**config.mk**
```make
export PLATFORM = sky130hd
export DESIGN_NAME = pc_unit_ras
export DESIGN_NICKNAME = d
export VERILOG_FILES = /design/src/rtl/pc_unit_ras.sv
export SDC_FILE = /design/constraint.sdc
export NUM_CORES = 1
export LEC_CHECK = 0
export CORE_MARGIN = 5
export CORE_UTILIZATION = 50
export DETAILED_ROUTE_END_ITERATION = 12
export GPL_ROUTABILITY_DRIVEN = 0
export PLACE_DENSITY = 0.86
export SYNTH_ARGS = -nofsm -noshare
export SYNTH_HDL_FRONTEND = slang
export SYNTH_SLANG_ARGS = --single-unit
```
**constraint.sdc**
```tcl
create_clock -name CLK -period 21.5 [get_ports CLK]
set_clock_uncertainty 0.15 [all_clocks]
set_input_delay 4.3 -clock CLK [delete_from_list [all_inputs] [get_ports CLK]]
set_output_delay 4.3 -clock CLK [all_outputs]
set_load 0.01 [all_outputs]
```
**src/rtl/pc_unit_ras.sv**
```systemverilog
// Program-counter unit: next-PC selection, exception entry/return (EPC)
// and a circular return-address stack with overflow/underflow flags.
module pc_unit_ras #(
   parameter int                ADDR_W       = 32,
   parameter logic [ADDR_W-1:0] RESET_VECTOR = '0,
   parameter logic [ADDR_W-1:0] EXC_VECTOR   = ADDR_W'(32'h0000_0180),
   parameter int                RAS_DEPTH    = 4
) (
   input  logic              CLK,
   input  logic              Reset,
   input  logic              PCWre,
   input  logic [2:0]        PCSrc,
   input  logic [15:0]       Immediate,
   input  logic [ADDR_W-1:0] dataFromRs,
   input  logic [25:0]       JumpIdx,
   input  logic              push_ra,
   input  logic              exc_req,
   output logic [ADDR_W-1:0] Address,
   output logic [ADDR_W-1:0] nextPC,
   output logic [ADDR_W-1:0] PC_add_4,
   output logic [3:0]        PC4,
   output logic [ADDR_W-1:0] EPC,
   output logic              ras_empty,
   output logic              ras_full,
   output logic              ras_ovf,
   output logic              ras_unf,
   output logic              misalign,
   output logic              exc_taken
);

   localparam int              PTR_W   = $clog2(RAS_DEPTH);
   localparam int              CNT_W   = PTR_W + 1;
   localparam logic [PTR_W-1:0] PTR_ONE = PTR_W'(1);
   localparam logic [CNT_W-1:0] CNT_ONE = CNT_W'(1);
   localparam logic [CNT_W-1:0] DEPTH_C = CNT_W'(RAS_DEPTH);

   localparam logic [2:0] SRC_SEQ  = 3'b000;
   localparam logic [2:0] SRC_BR   = 3'b001;
   localparam logic [2:0] SRC_JR   = 3'b010;
   localparam logic [2:0] SRC_J    = 3'b011;
   localparam logic [2:0] SRC_RET  = 3'b100;
   localparam logic [2:0] SRC_ERET = 3'b101;

   logic [ADDR_W-1:0] ras_mem [RAS_DEPTH];
   logic [PTR_W-1:0]  ras_ptr;
   logic [CNT_W-1:0]  ras_cnt;
   logic [PTR_W-1:0]  ras_top_idx;
   logic [ADDR_W-1:0] ras_top;
   logic [ADDR_W-1:0] br_off;
   logic              is_ret;
   logic              do_push;
   logic              do_pop;
   logic              do_both;
   logic              take_exc;
   logic              do_update;
   logic              ras_we;
   logic [PTR_W-1:0]  ras_waddr;

   assign PC_add_4    = Address + ADDR_W'(4);
   assign PC4         = Address[31:28];
   assign ras_empty   = (ras_cnt == '0);
   assign ras_full    = (ras_cnt == DEPTH_C);
   assign ras_top_idx = ras_ptr - PTR_ONE;
   assign ras_top     = ras_mem[ras_top_idx];
   assign br_off      = {{(ADDR_W-18){Immediate[15]}}, Immediate, 2'b00};

   always_comb begin
      nextPC = PC_add_4;
      case (PCSrc)
         SRC_SEQ:  nextPC = PC_add_4;
         SRC_BR:   nextPC = PC_add_4 + br_off;
         SRC_JR:   nextPC = dataFromRs;
         SRC_J:    nextPC = {PC_add_4[ADDR_W-1:28], JumpIdx, 2'b00};
         SRC_RET:  nextPC = ras_empty ? dataFromRs : ras_top;
         SRC_ERET: nextPC = EPC;
         default:  nextPC = PC_add_4;
      endcase
   end

   assign misalign  = (nextPC[1:0] != 2'b00);
   assign is_ret    = (PCSrc == SRC_RET);
   assign do_push   = push_ra && !is_ret;
   assign do_pop    = is_ret && !push_ra;
   assign do_both   = is_ret && push_ra;
   assign take_exc  = exc_req || (PCWre && misalign);
   assign do_update = PCWre && !take_exc;

   // Combined pop+push on a non-empty stack rewrites the current top in place.
   assign ras_we    = do_update && (do_push || do_both);
   assign ras_waddr = (do_both && !ras_empty) ? ras_top_idx : ras_ptr;

   always_ff @(posedge CLK) begin
      if (ras_we && Reset) begin
         ras_mem[ras_waddr] <= PC_add_4;
      end
   end

   always_ff @(posedge CLK or negedge Reset) begin
      if (!Reset) begin
         Address   <= RESET_VECTOR;
         EPC       <= '0;
         ras_ptr   <= '0;
         ras_cnt   <= '0;
         ras_ovf   <= 1'b0;
         ras_unf   <= 1'b0;
         exc_taken <= 1'b0;
      end else if (take_exc) begin
         EPC       <= Address;
         Address   <= EXC_VECTOR;
         exc_taken <= 1'b1;
      end else if (PCWre) begin
         Address   <= nextPC;
         exc_taken <= 1'b0;
         if (do_push) begin
            ras_ptr <= ras_ptr + PTR_ONE;
            if (ras_full) begin
               ras_ovf <= 1'b1;
            end else begin
               ras_cnt <= ras_cnt + CNT_ONE;
            end
         end else if (do_pop) begin
            if (!ras_empty) begin
               ras_ptr <= ras_ptr - PTR_ONE;
               ras_cnt <= ras_cnt - CNT_ONE;
            end else begin
               ras_unf <= 1'b1;
            end
         end else if (do_both && ras_empty) begin
            ras_ptr <= ras_ptr + PTR_ONE;
            ras_cnt <= ras_cnt + CNT_ONE;
            ras_unf <= 1'b1;
         end
      end else begin
         exc_taken <= 1'b0;
      end
   end

endmodule

```
After elaboration in Yosys (flattened, before gate mapping)
Memory sizes are Yosys's and may differ from the RTL's. Index checks and enable logic that the tools add are counted.

Memories kept: 1. Bits in registers: 72. RAM bits: 128. Logic and storage cells: 69.

Memory list: ras_mem (depth 4, width 32, rd ports 1, clocked after Yosys merged registers in 0, wr ports 1, RTL line 44) `logic [ADDR_W-1:0] ras_mem [RAS_DEPTH];`.

Reduce and logical (&&, ||, !) cells: 24. $add $sub $neg: 6. Bitwise logic cells: 2. Equal/unequal tests: 9. Muxes and demuxes: 20.

Operators with widths (count): case mux 32 bit (5 select lines) (1); 2-to-1 mux 32 bit (3); adder 32 x 3 -> 32 bit (second input constant) (1); adder 32 bit (1); 2-to-1 mux 3 bit (5); 2-to-1 mux 2 bit (5); AND reduction 5 bit (2); == test 3 bit (second input constant) (3); logical AND 1 bit (9); AND reduction 4 bit (2); == test 3 x 2 -> 1 bit (second input constant) (2); 2-to-1 mux 1 bit (6); nonzero test 2 bit (3); logical NOT 1 bit (4); inequality test 2 bit (second input constant) (2); adder 3 x 1 -> 3 bit (second input constant) (1); == test 3 x 1 -> 1 bit (second input constant) (1); logical NOT 3 bit (1); inequality test 3 bit (second input constant) (1); nonzero test 3 bit (1); subtractor 3 x 1 -> 3 bit (second input constant) (1); adder 2 x 1 -> 2 bit (second input constant) (1); logical OR 1 bit (2); inverter 1 bit (2); subtractor 2 x 1 -> 2 bit (second input constant) (1).

Depth between registers and ports, before layout
An unclocked memory read counts as a cell.

Word-level depth: 13. Mapped depth: 17. Depth with buffers taken out: 16.

Worst setup path before layout
OpenSTA, ideal clock, no wires.

Path type: in2reg. Start: in PCSrc[0]. End: mem ras_mem[0][0], enable pin. Library setup time: 595 ps. Stages: 10. Required time: 20755 ps. Path slack: 9909 ps. Arrival: 10846 ps. Path through: buf_6 > nor2b_1 > a221oi_1 > o22ai_1 > a31o_1 > or2_1 > buf_2 > nor3_2 > nand2_1 > a2111oi_0.

Longest elaborated chain between the ends: 11. Elaborated cells on any way between the ends: 21. Those cells by class: eq/ne (5); mux (4); reduce/logical (12).

Ends and longest elaborated chain: from (decl) (RTL line 12) `input logic [2:0] PCSrc,`; == test 3 bit, or another cell as far along (RTL line 69) `case (PCSrc)`; case mux 32 bit (5 select lines) (*) (RTL line 69); named net nextPC[1] (RTL line 19) `output logic [ADDR_W-1:0] nextPC,`; nonzero test 2 bit (*) (RTL line 80) `assign misalign = (nextPC[1:0] != 2'b00);`; named net misalign (RTL line 27) `output logic misalign,`; logical AND 1 bit (*) (RTL line 85) `assign take_exc = exc_req || (PCWre && misalign);`; logical OR 1 bit (*) (RTL line 85); logical NOT 1 bit (*) (RTL line 86) `assign do_update = PCWre && !take_exc;`; logical AND 1 bit (*) (RTL line 86); logical AND 1 bit (*) (RTL line 89) `assign ras_we = do_update && (do_push || do_both);`; logical AND 1 bit (*) (RTL line 93) `if (ras_we && Reset) begin`; 2-to-1 mux 1 bit (*) (RTL line 93); 2-to-1 mux 1 bit (implied by the code) (*) (RTL line 94) `ras_mem[ras_waddr] <= PC_add_4;`; to (decl) (RTL line 44).

The timed path passes the listed nets; every way through them passes the cells marked *.

Final worst setup path
Start: in Immediate[15]. End: out nextPC[29].

Longest elaborated chain between the ends: 2.

Ends and longest elaborated chain: from (decl) (RTL line 13) `input logic [15:0] Immediate,`; adder 32 bit (RTL line 71) `SRC_BR: nextPC = PC_add_4 + br_off;`; case mux 32 bit (5 select lines) (RTL line 69); to (decl) (RTL line 19).

Every way passes these cells.

==> out/metrics.yaml <==
crit_required_ns: 17.05
ys_warn_count: 0
outcome: "complete, no violations"
min_to: "ras_unf"
avgSynthCellArea_um2: 10.4
utilization: 0.632
worstSetupEndpointType: "output port"
wl_met2_mm: 18.7
synth_seq_area_share: 0.483
nets: 1432
rsz0062_at_grt: "false"
synth-seq-cells: 200
crit_path_start_kind: "primary input"
syn_area_um2: 11700
clkLatencyLatePin_ns: 0.45
clk_pin_slew_ns: 0.07
cts_buffers: 17
met1_length_mm: 14.6
grt_pass1_vias: 10600
worstHoldStart: "ras_unf"
ioPinCount: 220
core_area_um2: 23300
met3_length_mm: 5.02
highest_layer: "met4"
multiInputGateArea_um2: 5660
hold_path.class: "register to register"
fmax_mhz: 78.8
cts_hold_buffers: 0
worst_pin_slew_ns: 1.34
port_buffers: 219
ys_types: 74
crit_path_max_fanout: 20
vias_per_cell: 6.48
grt_pass1_wl_mm: 61.1
drt_iter0_markers: 1396
area_growth_pct: 25.7
die_y_um: 163
critPathKind: "primary input to output port"
clockBufferDepth: 2
drive_above_1_share: 0.0818
min_period_ns: 12.69
dieArea_um2: 26500
synth_fp_nets: 1248
hpwl_mm: 27.4
dr.pass1.iters: 6
r2r_start: "Address[4]"
synth-main-ff-cell: "edfxtp_1"
hold_violations: 0
postCtsSetupRepairBufs: 0
postSynth.asyncResetShare: 0.360
clockRootBuffer: "clkbuf_16"
crit_path_start: "Immediate[15]"
wire_per_inst_um: 24.6
fillCellCount: 1814
num_vias: 10600
r2r_slack_ns: 16.20
reg2reg_to: "Address[24]"
tritoncts: "built"
chipWidth_um: 163
max-slew-margin-rel: 0.109
antenna_found_initial: 0
initial_core_util: 0.502
antenna_cells: 0
synthCells: 1123
drc: 0
rows: 56
drv_slew: 0
regArea_um2: 5650
hold_depth: 1
r2r_cells: 15
cp.arrival_ns: 8.24
cts_sinks: 200
post-route-period-util: 0.590
p_leak_nw: 5.74
post_cts_resized: 0
htreeDepth: 4
final-setup-viol-count: 0
grt-ovfl-total: 0
track_usage: 0.301
drv_cap: 0
powerDensity_nw_per_um2: 83.4
irDropWorstVdd_v: 0.0000456
finalWirelength_mm: 40.3
grt_max_degree: 54
setup_tns_ns: 0
synth-edff-count: 128
final_antenna_net_count: 0
[how the worst max path moves through the flow]
stage / endpoint / slack [ns] / cells past startpoint
finish: nextPC[29] / 8.81 / 12
global route: nextPC[31] / 8.55 / 11
CTS: nextPC[31] / 8.90 / 12
detailed placement: nextPC[31] / 8.94 / 12
global placement: nextPC[31] / 9.04 / 12
floorplan: ras_mem[0][0] / 9.91 / 10
[sequential cells by signal, indices dropped and copies added (netlist names)]
name / cells
ras_ovf: 1
EPC: 32
ras_cnt: 3
ras_mem: 128
Address: 32
ras_ptr: 2
exc_taken: 1
ras_unf: 1
[power by group]
part           leakage, nW  internal [W]  switching (W)
Sequential            2.14      0.000438      0.0000300
Combinational         3.32      0.000199       0.000237
Clock                0.280      0.000167       0.000155
[worst max-delay path, cell delays in order]
cell             delay (ns)
clkdlybuf4s50_1        0.86
ha_1                   0.69
a21oi_1                0.19
a21oi_1                0.17
a21boi_1               0.10
nor4_1                 0.26
o21ai_1                0.19
a311o_1                0.34
xnor2_1                0.14
or3_1                  0.33
and2_1                 0.17
clkdlybuf4s50_1        0.49
[per-layer routing]
metal | vias up | global-route usage
li1 | 4537 | -
met1 | 5082 | 0.392
met2 | 822 | 0.480
met3 | 173 | 0.0719
met4 | 0 | 0.140
met5 | - | 0
[final cells by class]
| type | count | share of cell area |
|---|---|---|
| Multi-Input combinational cell | 826 | 0.385 |
| Sequential cell | 200 | 0.384 |
| Timing Repair Buffer | 238 | 0.158 |
| Clock buffer | 20 | 0.0304 |
| Tap cell | 319 | 0.0272 |
| Clock inverter | 12 | 0.00886 |
| Inverter | 24 | 0.00613 |
[per-stage QoR]
stage          std cells  setup slack [ns]  instance area (um2)  hold WS [ns]  power [W]
2_1_floorplan       1123              9.91                11700         0.336   0.000735
5_1_grt             1639              8.55                14700         0.335    0.00128
3_5_place_dp        1607              8.94                14100         0.309   0.000903
3_3_place_gp        1607              9.04                14100         0.298   0.000891
4_1_cts             1639              8.90                14700         0.324    0.00122
6_report            1639              8.81                14700         0.325    0.00123
[placed cells by master (no fill, tap or decap), drive strengths merged, types with 7 or more instances in the layout]
| cell type | n |
|---|---|
| o22ai | 12 |
| nand2 | 210 |
| ha | 42 |
| a21o | 18 |
| clkbuf | 20 |
| mux2i | 16 |
| a22o | 22 |
| inv | 30 |
| o21a | 10 |
| o2111ai | 7 |
| o211ai | 14 |
| a21oi | 88 |
| nand3 | 23 |
| buf | 22 |
| edfxtp | 128 |
| nor2 | 72 |
| and3 | 10 |
| nor2b | 9 |
| xnor2 | 36 |
| nand4 | 11 |
| nor3 | 14 |
| and2 | 9 |
| clkdlybuf4s50 | 216 |
| xor2 | 18 |
| o21ai | 58 |
| dfrtp | 72 |
| mux4 | 33 |
[synth_stat cells (all sizes together) (6+ instances only)]
master | count | area share
a21o | 18 | 0.012
o211ai | 14 | 0.0090
dfrtp | 72 | 0.15
nand2 | 210 | 0.067
ha | 42 | 0.045
and3 | 10 | 0.0054
xnor2 | 36 | 0.029
nand4 | 11 | 0.0072
nor2b | 9 | 0.0048
mux2i | 16 | 0.014
edfxtp | 128 | 0.33
inv | 23 | 0.0074
nor2 | 72 | 0.023
a22o | 22 | 0.016
nor3 | 14 | 0.0069
o21a | 10 | 0.0064
o2111ai | 7 | 0.0052
o32a | 6 | 0.0051
o22ai | 12 | 0.0064
a21oi | 88 | 0.038
o21ai | 58 | 0.025
clkbuf | 43 | 0.014
a211oi | 6 | 0.0043
a221oi | 6 | 0.0045
nand2b | 6 | 0.0032
mux4 | 33 | 0.064
and2 | 9 | 0.0048
nand3 | 23 | 0.0098
buf | 30 | 0.015
xor2 | 18 | 0.013
[kinds of logic after synthesis]
family,after synthesis,share of synthesized area
compound gates,298,0.169
flops,200,0.483
simple gates,379,0.143
fa+ha+maj,43,0.0467
buf+inv,97,0.0362
xor+xnor,54,0.0421
mux,52,0.0802
(Power assumes the default switching activity.)
